[config.mk]
export PLATFORM = sky130hd
export DESIGN_NAME = sector_receiver
export DESIGN_NICKNAME = d
export VERILOG_FILES = /design/src/rtl/sector_receiver.sv
export SDC_FILE = /design/constraint.sdc
export NUM_CORES = 1
export LEC_CHECK = 0
export CAP_MARGIN = 15
export CORE_MARGIN = 4
export CORE_UTILIZATION = 49
export DETAILED_ROUTE_END_ITERATION = 16
export GPL_TIMING_DRIVEN = 0
export PLACE_DENSITY = 0.77
export REMOVE_ABC_BUFFERS = 1
export SYNTH_ARGS = -nofsm -noshare
export SYNTH_HDL_FRONTEND = slang
export SYNTH_SLANG_ARGS = --single-unit
[constraint.sdc]
create_clock -name clk_div16 -period 1.8 [get_ports clk_div16]
set_input_delay 0.54 -clock clk_div16 [delete_from_list [all_inputs] [get_ports clk_div16]]
set_output_delay 0.54 -clock clk_div16 [all_outputs]
set_load 0.02 [all_outputs]
[src/rtl/sector_receiver.sv]
// Serial sector-address receiver: start bit, 4 data bits MSB first, stop bit; mid-bit sampling
// of the synchronized line, with framing-error detection and good/error frame counters.
module sector_receiver #(
   parameter int BIT_CYCLES = 30
) (
   input  logic       clk_div16,
   input  logic       rst,
   input  logic       in_uart,
   output logic [3:0] sct_addr,
   output logic       sct_valid,
   output logic       addr_changed,
   output logic       frame_err,
   output logic [7:0] frame_cnt,
   output logic [7:0] err_cnt
);
   localparam int CW = $clog2(BIT_CYCLES);
   localparam logic [CW-1:0] CNT_HALF = CW'(BIT_CYCLES / 2 - 1);
   localparam logic [CW-1:0] CNT_FULL = CW'(BIT_CYCLES - 1);

   typedef enum logic [2:0] {IDLE, START, DATA, STOP, BREAK} state_t;

   state_t          state_q, state_d;
   logic            sync1_q, sync1_d, sync2_q, sync2_d;
   logic [1:0]      fill_q, fill_d;
   logic            prev_q, prev_d;
   logic [CW-1:0]   cnt_q, cnt_d;
   logic [1:0]      bit_idx_q, bit_idx_d;
   logic [3:0]      shift_q, shift_d;
   logic [3:0]      sct_addr_q, sct_addr_d;
   logic            sct_valid_q, sct_valid_d;
   logic            addr_changed_q, addr_changed_d;
   logic            frame_err_q, frame_err_d;
   logic [7:0]      frame_cnt_q, frame_cnt_d;
   logic [7:0]      err_cnt_q, err_cnt_d;
   logic            rx_s;

   assign rx_s = sync2_q;

   always_comb begin
      state_d        = state_q;
      sync1_d        = in_uart;
      sync2_d        = sync1_q;
      fill_d         = {fill_q[0], 1'b1};
      // prev only reports high once rx_s carries a real line sample, so a
      // line held low through reset never looks like a falling edge
      prev_d         = rx_s & fill_q[1];
      cnt_d          = cnt_q;
      bit_idx_d      = bit_idx_q;
      shift_d        = shift_q;
      sct_addr_d     = sct_addr_q;
      sct_valid_d    = 1'b0;
      addr_changed_d = 1'b0;
      frame_err_d    = 1'b0;
      frame_cnt_d    = frame_cnt_q;
      err_cnt_d      = err_cnt_q;
      case (state_q)
         IDLE: begin
            if (!rx_s && prev_q) begin
               state_d = START;
               cnt_d   = '0;
            end
         end
         START: begin
            if (cnt_q == CNT_HALF) begin
               cnt_d     = '0;
               bit_idx_d = '0;
               state_d   = rx_s ? IDLE : DATA;
            end else begin
               cnt_d = cnt_q + 1'b1;
            end
         end
         DATA: begin
            if (cnt_q == CNT_FULL) begin
               shift_d   = {shift_q[2:0], rx_s};
               cnt_d     = '0;
               bit_idx_d = bit_idx_q + 1'b1;
               if (bit_idx_q == 2'd3)
                  state_d = STOP;
            end else begin
               cnt_d = cnt_q + 1'b1;
            end
         end
         STOP: begin
            if (cnt_q == CNT_FULL) begin
               cnt_d = '0;
               if (rx_s) begin
                  sct_addr_d     = shift_q;
                  sct_valid_d    = 1'b1;
                  addr_changed_d = (shift_q != sct_addr_q);
                  frame_cnt_d    = frame_cnt_q + 8'd1;
                  state_d        = IDLE;
               end else begin
                  frame_err_d = 1'b1;
                  if (err_cnt_q != 8'hFF)
                     err_cnt_d = err_cnt_q + 8'd1;
                  state_d = BREAK;
               end
            end else begin
               cnt_d = cnt_q + 1'b1;
            end
         end
         BREAK: begin
            if (rx_s)
               state_d = IDLE;
         end
         default: state_d = IDLE;
      endcase
   end

   always_ff @(posedge clk_div16 or posedge rst) begin
      if (rst) begin
         state_q        <= IDLE;
         sync1_q        <= 1'b1;
         sync2_q        <= 1'b1;
         fill_q         <= 2'b00;
         prev_q         <= 1'b0;
         cnt_q          <= '0;
         bit_idx_q      <= '0;
         shift_q        <= '0;
         sct_addr_q     <= '0;
         sct_valid_q    <= 1'b0;
         addr_changed_q <= 1'b0;
         frame_err_q    <= 1'b0;
         frame_cnt_q    <= '0;
         err_cnt_q      <= '0;
      end else begin
         state_q        <= state_d;
         sync1_q        <= sync1_d;
         sync2_q        <= sync2_d;
         fill_q         <= fill_d;
         prev_q         <= prev_d;
         cnt_q          <= cnt_d;
         bit_idx_q      <= bit_idx_d;
         shift_q        <= shift_d;
         sct_addr_q     <= sct_addr_d;
         sct_valid_q    <= sct_valid_d;
         addr_changed_q <= addr_changed_d;
         frame_err_q    <= frame_err_d;
         frame_cnt_q    <= frame_cnt_d;
         err_cnt_q      <= err_cnt_d;
      end
   end

   assign sct_addr     = sct_addr_q;
   assign sct_valid    = sct_valid_q;
   assign addr_changed = addr_changed_q;
   assign frame_err    = frame_err_q;
   assign frame_cnt    = frame_cnt_q;
   assign err_cnt      = err_cnt_q;
endmodule

* After elaboration in Yosys (flattened, before gate mapping)
Cells that the tools add are included.
** Storage, ports and cells
- Input port bits :: 3
- Word-level logic and storage cells :: 72
- Output and inout bits :: 23
- Register bits after elaboration :: 42
** Operators by class
- Eq/ne operators :: 15
- Bitwise gates (word level) :: 2
- Mux-type cells :: 25
- Reductions and logical operators :: 12
- $add $sub $neg :: 4
** Operators by type and width (number)
- $mux W3 :: 7
- $add A8 B1 Y8 const B :: 2
- $mux W5 :: 3
- $pmux W3 S5 :: 1
- $pmux W5 S3 :: 1
- $ne A2 B2 Y1 const B :: 6
- $mux W1 :: 9
- $ne A8 B8 Y1 const B :: 1
- $eq A3 B2 Y1 const B :: 2
- $mux W2 :: 3
- $reduce_and A3 Y1 :: 2
- $reduce_and A6 Y1 :: 1
- $add A5 B1 Y5 const B :: 1
- $eq A5 B4 Y1 const B :: 1
- $eq A5 B5 Y1 const B :: 1
- $ne A4 B4 Y1 :: 1
- $pmux W2 S2 :: 1
- $reduce_and A2 Y1 :: 2
- $reduce_and A4 Y1 :: 1
- $eq A3 B1 Y1 const B :: 1
- $eq A3 B3 Y1 const B :: 1
- $logic_not A3 Y1 :: 1
- $reduce_bool A3 Y1 :: 1
- $add A2 B1 Y2 const B :: 1
- other kinds (7) :: 7

* Depth between registers and ports, before layout
Gate-level depths: netlist of the first run.
- Depth after elaboration :: 4
- Mapped depth :: 8
- Mapped depth without buffers :: 6

* Least setup slack after synthesis of the first run
OpenSTA, ideal clock, no wires.
- Path kind :: reg-to-reg
- Start point :: reg cnt_q[1]
- End point :: reg frame_cnt_q[1], in the netlist frame_cnt[1]
- Data required time :: 1.675 ns
- Setup slack :: 0.068 ns
- Cell stages (with the launch flop) :: 8
- Arrival time :: 1.608 ns
- Period minus slack after synthesis :: 1.732 ns
- Buffers on the path :: 2
- Library setup time :: 0.125 ns
- Path through :: dfrtp_1 inv_1 ha_1 and4_4 and4_1 buf_6 buf_12 mux2_2
** Between the ends
- Word-level cells in the longest chain between the ends :: 2
** RTL lines
- start: declaration :: RTL line 26 : logic [CW-1:0] cnt_q, cnt_d;
- start signal: assignment :: RTL line 132 : cnt_q <= cnt_d;
- $eq A5 B5 Y1 :: RTL line 84 : if (cnt_q == CNT_FULL) begin
- $reduce_and A3 Y1 (no source line)
- end signal: assignment :: RTL line 139 : frame_cnt_q <= frame_cnt_d;
- end: declaration :: RTL line 33 : logic [7:0] frame_cnt_q, frame_cnt_d;
No other way between the ends.
A chain may end at the register's enable or synchronous reset.

* Worst setup path in the final report of the first run
- Start point :: reg frame_err_q, in the netlist frame_err
- End point :: out frame_err
** RTL lines
- start: declaration :: RTL line 32 : logic frame_err_q, frame_err_d;
- start signal: assignment :: RTL line 138 : frame_err_q <= frame_err_d;
- end: declaration :: RTL line 12 : output logic frame_err,
No word-level cell between the ends.

==> results of run 1 <==
[worst paths after layout]
check / start / end
setup / recovery: frame_err / frame_err
setup reg to reg: cnt_q[1] / err_cnt[1]
hold / removal: fill_q[0] / fill_q[1]
min in group asynchronous: rst / frame_cnt[4]
hold reg to reg: fill_q[0] / fill_q[1]
max in group asynchronous: rst / cnt_q[2]
[cell families (layout without fill, tap and decap cells)]
family,Yosys count,after routing,synth area share
AOI/OAI and AO/OA,18,18,0.0680
xor gates and xnor gates,19,19,0.0845
adders and majority gates,6,6,0.0381
buffers and inverters,13,45,0.0508
DFF,42,42,0.535
muxes,12,12,0.0673
other,1,1,0.00190
and+or+nand+nor,46,46,0.154
[synthesized netlist by cell type, drive strengths merged, types with 2 or more instances]
| master | instances |
|---|---|
| dfrtp | 40 |
| xor2 | 12 |
| mux2 | 10 |
| nor2 | 9 |
| inv | 8 |
| nand4 | 8 |
| xnor2 | 7 |
| ha | 6 |
| nand2 | 6 |
| and3 | 5 |
| buf | 4 |
| nor3b | 4 |
| o21ai | 3 |
| o22ai | 3 |
| a32oi | 2 |
| and4 | 2 |
| dfstp | 2 |
| mux2i | 2 |
| nand2b | 2 |
| nand3 | 2 |
| nor2b | 2 |
| nor4b | 2 |
[layer usage]
| metal | vias up | global-route usage | share of wire |
|---|---|---|---|
| li1 | 611 | - | - |
| met5 | - | 0 | 0 |
| met2 | 19 | 0.252 | 0.52 |
| met4 | 0 | 0.0418 | 0.0055 |
| met1 | 636 | 0.174 | 0.44 |
| met3 | 4 | 0.0365 | 0.033 |
[cell type report]
| type | count | area share |
|---|---|---|
| repair buffers | 29 | 0.108 |
| well taps | 48 | 0.0253 |
| multi-input cells | 102 | 0.372 |
| clock buffers | 7 | 0.0364 |
| clock inverters | 1 | 0.00211 |
| flip-flops and latches | 42 | 0.444 |
| inverters | 8 | 0.0127 |
[power groups by stage]
| stage | registers (mW) | logic (mW) | clock network, mW |
|---|---|---|---|
| floorplan | 1.15 | 0.339 | 0 |
| global placement | 1.17 | 0.397 | 0 |
| detailed placement | 1.18 | 0.431 | 0 |
| CTS | 1.17 | 0.442 | 0.620 |
| global route | 1.20 | 0.513 | 0.665 |
| finish | 1.18 | 0.456 | 0.605 |
[per-stage QoR]
step | setup TNS [ns] | instances | hold WS [ns] | power, mW
4_1_cts | -0.347 | 234 | 0.356 | 2.23
3_5_place_dp | -2.83 | 225 | 0.335 | 1.61
5_1_grt | -0.0451 | 237 | 0.358 | 2.37
6_report | 0 | 237 | 0.356 | 2.24
3_3_place_gp | -21.77 | 225 | 0.334 | 1.56
2_1_floorplan | -0.0157 | 152 | 0.331 | 1.49
[flip-flops by register name, summed over array words and instances, names as in the netlist]
| register | flops |
|---|---|
| addr_changed | 1 |
| bit_idx_q | 2 |
| cnt_q | 5 |
| err_cnt | 8 |
| fill_q | 2 |
| frame_cnt | 8 |
| frame_err | 1 |
| prev_q | 1 |
| rx_s | 1 |
| sct_addr | 4 |
| sct_valid | 1 |
| shift_q | 4 |
| state_q | 3 |
| sync1_q | 1 |
[timing repair]
action / CTS / global route
setup endpoints to repair: 40 / 20
gates resized for setup: 28 / 8
setup buffers: 1 / 3
pin swaps: 3 / 3
hold buffers: 0 / 0
==> impl.org, run 1 <==
** STA
- Post-route worst setup slack :: 0.0425 ns
- For the final database, setup skew stands at 0.00495 ns.
- In the finished design, the share of the clock period the worst path needs comes to 0.976.
- Normalized max-slew margin :: 0.426
- Timing would allow up to 0.569 GHz.
- Final Setup Violations :: 0
- The number of slew-limit violations in the final report came to 0.
- Number of failing hold endpoints at the final stage :: 0
- Final critical path time including I/O delays and setup :: 1.76 ns
- At the pin with the least slew margin, the transition time is 0.859 ns.

** Worst setup path
- The number of cells on the worst reg-to-reg path is 6.
- Worst Setup Path Type :: register to output pin
- Worst endpoint data arrival time :: 1.22 ns
- The worst setup path is captured at an output pin.
- Total stage count of the critical path :: 1
- The slowest stage of the critical path belongs to the cell sky130_fd_sc_hd__clkdlybuf4s50_1.
- Crit path buffers/inverters :: 1
- Traced cell by cell, the critical path runs through clkdlybuf4s50_1.
- At the worst endpoint, the required time is 1.26 ns.
- The kind of cell with the highest combined delay along the critical path is buffers and inverters.
- In this run the register-to-register setup slack is 0.05 ns.
- Delay of the slowest cell on the worst path :: 0.60 ns
- Of all nets on the critical path, the largest fanout is 1.
- STA classifies the critical path startpoint as a register.

** Synthesis
- In this run, synthesis produced a sequential element count of 42.
- For this run, the register share of the synthesized area comes to 0.535.
- In this run, synthesis inferred 0 flip-flops with an integrated enable.
- Primary FF master, synth :: sky130_fd_sc_hd__dfrtp_1
- Dividing the synthesized area by the synthesized cell count gives 12.5 um2.
- Synthesis produced 157 cells.
- Synthesis warning total :: 0
- Portion of synthesized cell area occupied by the leading cell type :: 0.508
- Ranked by total cell area, the synthesized netlist is headed by sky130_fd_sc_hd__dfrtp_1 (51%), sky130_fd_sc_hd__mux2_2 (5.7%), sky130_fd_sc_hd__xor2_1 (5.3%), sky130_fd_sc_hd__ha_1 (3.8%), sky130_fd_sc_hd__xnor2_1 (3.1%).
- In this run, distinct cell masters in the synthesized netlist total 44.
- Combined area of all synthesized cells :: 0.00197 mm2
- Synth async-reset ratio :: 1.00
- Area leader, netlist :: sky130_fd_sc_hd__dfrtp_1

** Placement
- Placer's final routability congestion estimate :: 0.816
- Detailed placement ended at an HPWL of 2430 um.
- Before CTS, the worst setup slack after placement is -0.249 ns.
- Count of buffers from port buffering :: 25
- Summing all placed instances gives a cell area of 0.00221 mm2.

** Power and ir drop
- Internal power :: 1.55 mW
- Proportion of power drawn by combinational gates :: 0.203
- Clock network fraction of total power :: 0.270
- Areal power density over the cells :: 944 mW/mm2
- Psw :: 0.687 mW
- VDD sags by at most 0.780 mV.
- Summed over all cells, the static leakage comes to 1.25 nW.
- Sequential share of power :: 0.526
- Net switching share of the total power :: 0.307

** Clock tree
- TritonCTS clock tree :: built
- CTS saw 42 sinks.
- Max Buffers Root-to-Sink :: 2
- The number of clock buffers added by TritonCTS is 5.
- Root cell of the clock tree :: sky130_fd_sc_hd__clkbuf_8
- The later pin in the worst-skew pair is clocked with a latency of 0.29 ns.
- Deepest level of the CTS H-tree :: 2
- After clock tree synthesis, the clock-pin slew on the worst setup and hold paths is 0.07 ns.

** Drt
- In the final routed layout, each cell accounts on average for 14.7 um.
- Antenna Violating Nets Remaining :: 0
- Avg Vias per Cell :: 5.36
- The first TritonRoute pass finished after 4 iterations.
- Initial DRC count :: 64
- Wires add up to 3480 um.
- In the routed design, unresolved DRC markers number 0.
- Routed vias :: 1270

** Floorplan
- From bottom edge to top edge, the die measures 71.4 um.
- Pin placement for this block handled 26 I/O pins.
- In this run the standard cell core region covers 0.00377 mm2.
- The initialized floorplan defines 22 standard-cell rows.
- The die covers 0.00510 mm2.
- For this configuration, the core starts out at a cell density of 0.522.
- The die is 71.4 um wide.

** Finish
- Counting the fill cells in the layout gives 302.
- Leaving out fill and tap cells, the most frequent cell in the layout is sky130_fd_sc_hd__dfrtp_1.
- In the final layout, the share of cells above drive strength 1 is 0.233.
- Antenna diode count :: 0
- Register Area :: 0.00105 mm2
- The final layout contains 197 nets.
- Area of all placed cells without fillers :: 0.00237 mm2
- From synthesis to final layout, the design area changed by 20.5%.
- Commonest cells after routing, fill and taps aside :: sky130_fd_sc_hd__dfrtp_1 (40), sky130_fd_sc_hd__dlygate4sd2_1 (20), sky130_fd_sc_hd__xor2_1 (12)
- In the final layout, the multi-input gates occupy 882 um2.
- Final standard cell utilization of the core :: 0.629

** Global route
- Vias in the first global route :: 1321
- Wire length of the first global-routing pass :: 5930 um
- Across every metal layer, demand over resource in global routing totals 0.144.
- Pin count of the biggest net entering global routing :: 43
- The initial antenna violation count was 0.
- For this run the aggregate overflow at the end of global routing stands at 0.

** Worst hold path
- Hold WC Path Type :: register to register
- The worst hold path was traced through 0 stages.

** Outcome
- The run finished with clean final reports.

** Run
- Number of max-cap violations :: 0
No activity file was read; power rests on OpenSTA's default activity.
==> run 2: changes to the inputs <==
--- a/config.mk
+++ b/config.mk
@@ -5,8 +5,8 @@
 export SDC_FILE = /design/constraint.sdc
 export NUM_CORES = 1
 export LEC_CHECK = 0
-export CAP_MARGIN = 15
-export CORE_MARGIN = 4
+export CAP_MARGIN = 20
+export CORE_MARGIN = 3
 export CORE_UTILIZATION = 49
 export DETAILED_ROUTE_END_ITERATION = 16
 export GPL_TIMING_DRIVEN = 0
==> run 2 against run 1 <==
Compared with the run above: flip-flop and latch count is the same; non-clock buffer count grew 2; count of clock-buffer cells in the layout down 2; clock skew is 0.0045 ns higher; critical endpoint is now err_cnt[1]; critical path depth increased by 5; largest power group unchanged; cell area rose by 2.4%; highest routed layer unchanged; cell count is 0.84% higher.
==> impl.org, run 2 (synthesis gave the netlist of run 1 again) <==
** STA
- The number of slew-limit violations in the final report was 0.
- Accumulated negative setup slack :: 0 ns
- Setup violations remaining at the end of the flow were counted as 0.
- RSZ-0062 raised after global routing :: yes
- Post-route worst hold slack :: 0.362 ns
- Post-route clock period utilization :: 0.997
- The final hold violation count came to 0.
- After layout, the minimum clock period comes to 1.79 ns.
- The clock arrives with 0.00941 ns of skew.
- The worst pin sits at a relative slew slack of 0.437.
- For the pin with the worst max-slew slack, the measured transition is 0.844 ns.
- Fmax achieved :: 0.557 GHz

** Finish
- In the final layout, the multi-input gates occupy 871 um2.
- Ratio of cells with drive above 1 in the final layout :: 0.241
- The count of cells in the finished layout, fillers not included, comes to 239.
- In the final design database the tool counted 199 nets.
- Final standard cell utilization of the core :: 0.644
- Commonest cells after routing, fill and taps aside :: sky130_fd_sc_hd__dfrtp_1 (40), sky130_fd_sc_hd__dlygate4sd2_1 (20), sky130_fd_sc_hd__xor2_1 (12)
- Leaving out fill and tap cells, the most frequent cell in the layout is sky130_fd_sc_hd__dfrtp_1.
- Antenna diode count :: 0
- Across the whole layout, storage elements account for 0.00105 mm2.
- Area delta synth->final :: 23.4%
- After routing the design area is 0.00243 mm2.
- Layout filler cell count :: 283

** Worst setup path
- The largest single stage delay on the critical path is 0.43 ns.
- Crit path buffers/inverters :: 1
- The worst setup path is launched from a register.
- The number of cells on the worst reg-to-reg path is 6.
- In this run the critical register-to-register path is launched from cnt_q[1].
- Worst endpoint data arrival time :: 1.97 ns
- The cell family contributing the most delay on the critical path is simple AND/OR/NAND/NOR gates.
- CP cell instances :: inv_2 -> ha_2 -> and4_4 -> nand4_4 -> nor2_4 -> mux2_2
- The worst setup path is captured at a register.
- Of all nets on the critical path, the largest fanout is 8.
- The slowest stage of the critical path is the sky130_fd_sc_hd__dfrtp_1 cell.
- Data required time at the worst endpoint :: 1.98 ns
- The setup check on the worst reg-to-reg path leaves a slack of 0.005 ns.
- Terminus of the critical flop-to-flop path :: err_cnt[1]
- The critical path is of the register to register type.

** Clock tree
- TritonCTS built the clock tree.
- The clock passes through at most 2 buffers.
- After clock tree synthesis, the clock-pin slew on the worst setup and hold paths is 0.08 ns.
- Count of clock tree sinks :: 42
- Deepest level of the CTS H-tree :: 2
- Hold-fix buffers, CTS :: 0
- CTS Buf Count :: 5
- Root cell of the clock tree :: sky130_fd_sc_hd__clkbuf_8
- Clock latency on the worst-skew pair :: 0.29 ns

** Run
- Max-cap violations in this run came to 0.

** Power and ir drop
- In this run the static leakage power is 1.34 nW.
- Areal power density over the cells :: 1030 mW/mm2
- The worst-case IR drop observed on VDD is 0.757 mV.

** Floorplan
- In this run the vertical extent of the chip is 69.4 um.
- Width of the die :: 69.4 um
- The region available for standard cell placement spans 0.00377 mm2.
- Initial core utilization :: 0.522
- The die covers 0.00482 mm2.
- In this run the core area contains 22 standard-cell rows.
- I/O pins :: 26

** Global route
- The total overflow left after global routing is 0.
- Pin count of the biggest net entering global routing :: 43
- Initial antenna violation count :: 0
- Global Route Usage Sum :: 0.154
- Vias in the first global route :: 1279
- Wire length of the first global-routing pass :: 6020 um

** Worst hold path
- Beginning of the worst hold path :: sync1_q
- Hold depth :: 0
- Hold-critical path endpoint :: rx_s
- In this run the worst hold path is classified as register to register.

** Drt
- DRC violation count after routing :: 0
- Post-DR wirelength/cell :: 14.3 um
- Antenna Violating Nets Remaining :: 0
- Detailed-routing iteration count for the pre-antenna-repair pass :: 4
- Routed vias :: 1297
- The first routing iteration left 68 violations.
- After detailed routing, the number of vias per cell comes to 5.43.
- The routed design has 3410 um of wire.

** Outcome
- Outcome :: complete, no violations

** Placement
- Total instance count after detailed placement :: 225
- Once detailed placement completed, the half-perimeter wirelength came to 2330 um.
- During placement, the flow inserted port buffers numbering 25.
- After detailed placement, the total cell area comes to 0.00221 mm2.
- Placer's final routability congestion estimate :: 0.795
## run 2: cell types whose count changed in the layout (fill, tap and decap cells not counted), moves of 2 or more
cell / before / now
sky130_fd_sc_hd__dlymetal6s2s_1: 0 / 3
sky130_fd_sc_hd__clkdlybuf4s50_1: 5 / 2
sky130_fd_sc_hd__nor3b_1: 4 / 2
sky130_fd_sc_hd__bufinv_16: 0 / 2
sky130_fd_sc_hd__buf_4: 4 / 6
sky130_fd_sc_hd__nor3b_2: 0 / 2
## run 2: worst register-to-register path, stage by stage, from the launching register on
cell                      delay, ns
sky130_fd_sc_hd__dfrtp_1       0.43
sky130_fd_sc_hd__inv_2         0.08
sky130_fd_sc_hd__ha_2          0.17
sky130_fd_sc_hd__and4_4        0.28
sky130_fd_sc_hd__nand4_4       0.21
sky130_fd_sc_hd__nor2_4        0.18
sky130_fd_sc_hd__mux2_2        0.34
## run 2: stage by stage
step	setup slack (ns)	power (mW)
after floorplan	-0.00313	1.49
final	0.00543	2.51
after global placement	-0.488	1.56
after detailed placement	-0.236	1.60
after global routing	-0.0696	2.66
after CTS	0.00502	2.48
## run 2: how the worst max path moves through the flow
stage               startpoint           end  slack, ns  cells after the start
floorplan             cnt_q[1]  frame_cnt[1]     -0.003                      5
detailed placement    cnt_q[1]   sct_addr[0]      -0.24                      5
global route          cnt_q[1]    err_cnt[1]      -0.07                      6
CTS                   cnt_q[1]   sct_addr[2]      0.005                      5
finish                cnt_q[1]    err_cnt[1]      0.005                      6
global placement           rst      cnt_q[3]      -0.49                      2
## run 2: power by group
group | internal [mW] | switching (mW) | total (mW)
clock | 0.555 | 0.320 | 0.876
sequential | 1.03 | 0.143 | 1.17
combinational | 0.233 | 0.232 | 0.465
## run 2: layer usage
metal,GRT usage,vias to the layer above,part of all wire
met3,0.0478,5,0.045
met5,0,-,0
met1,0.196,643,0.44
li1,-,617,-
met4,0.0390,0,0.010
met2,0.254,32,0.50
## run 2: repair_timing
item                                   CTS  global route
endpoints found under the hold margin    0             0
pin swaps                                1             5
cloned                                   0             0
setup buffers                            0             6
setup endpoints to repair               37            26
resized for setup                       25            12
## run 2: cell type report
class / instances / area share
sequential: 42 / 0.434
multi-input combinational: 102 / 0.358
timing repair buffer: 31 / 0.114
clock buffer: 5 / 0.0283
clock inverter: 3 / 0.0283
tap: 48 / 0.0247
inverter: 8 / 0.0124
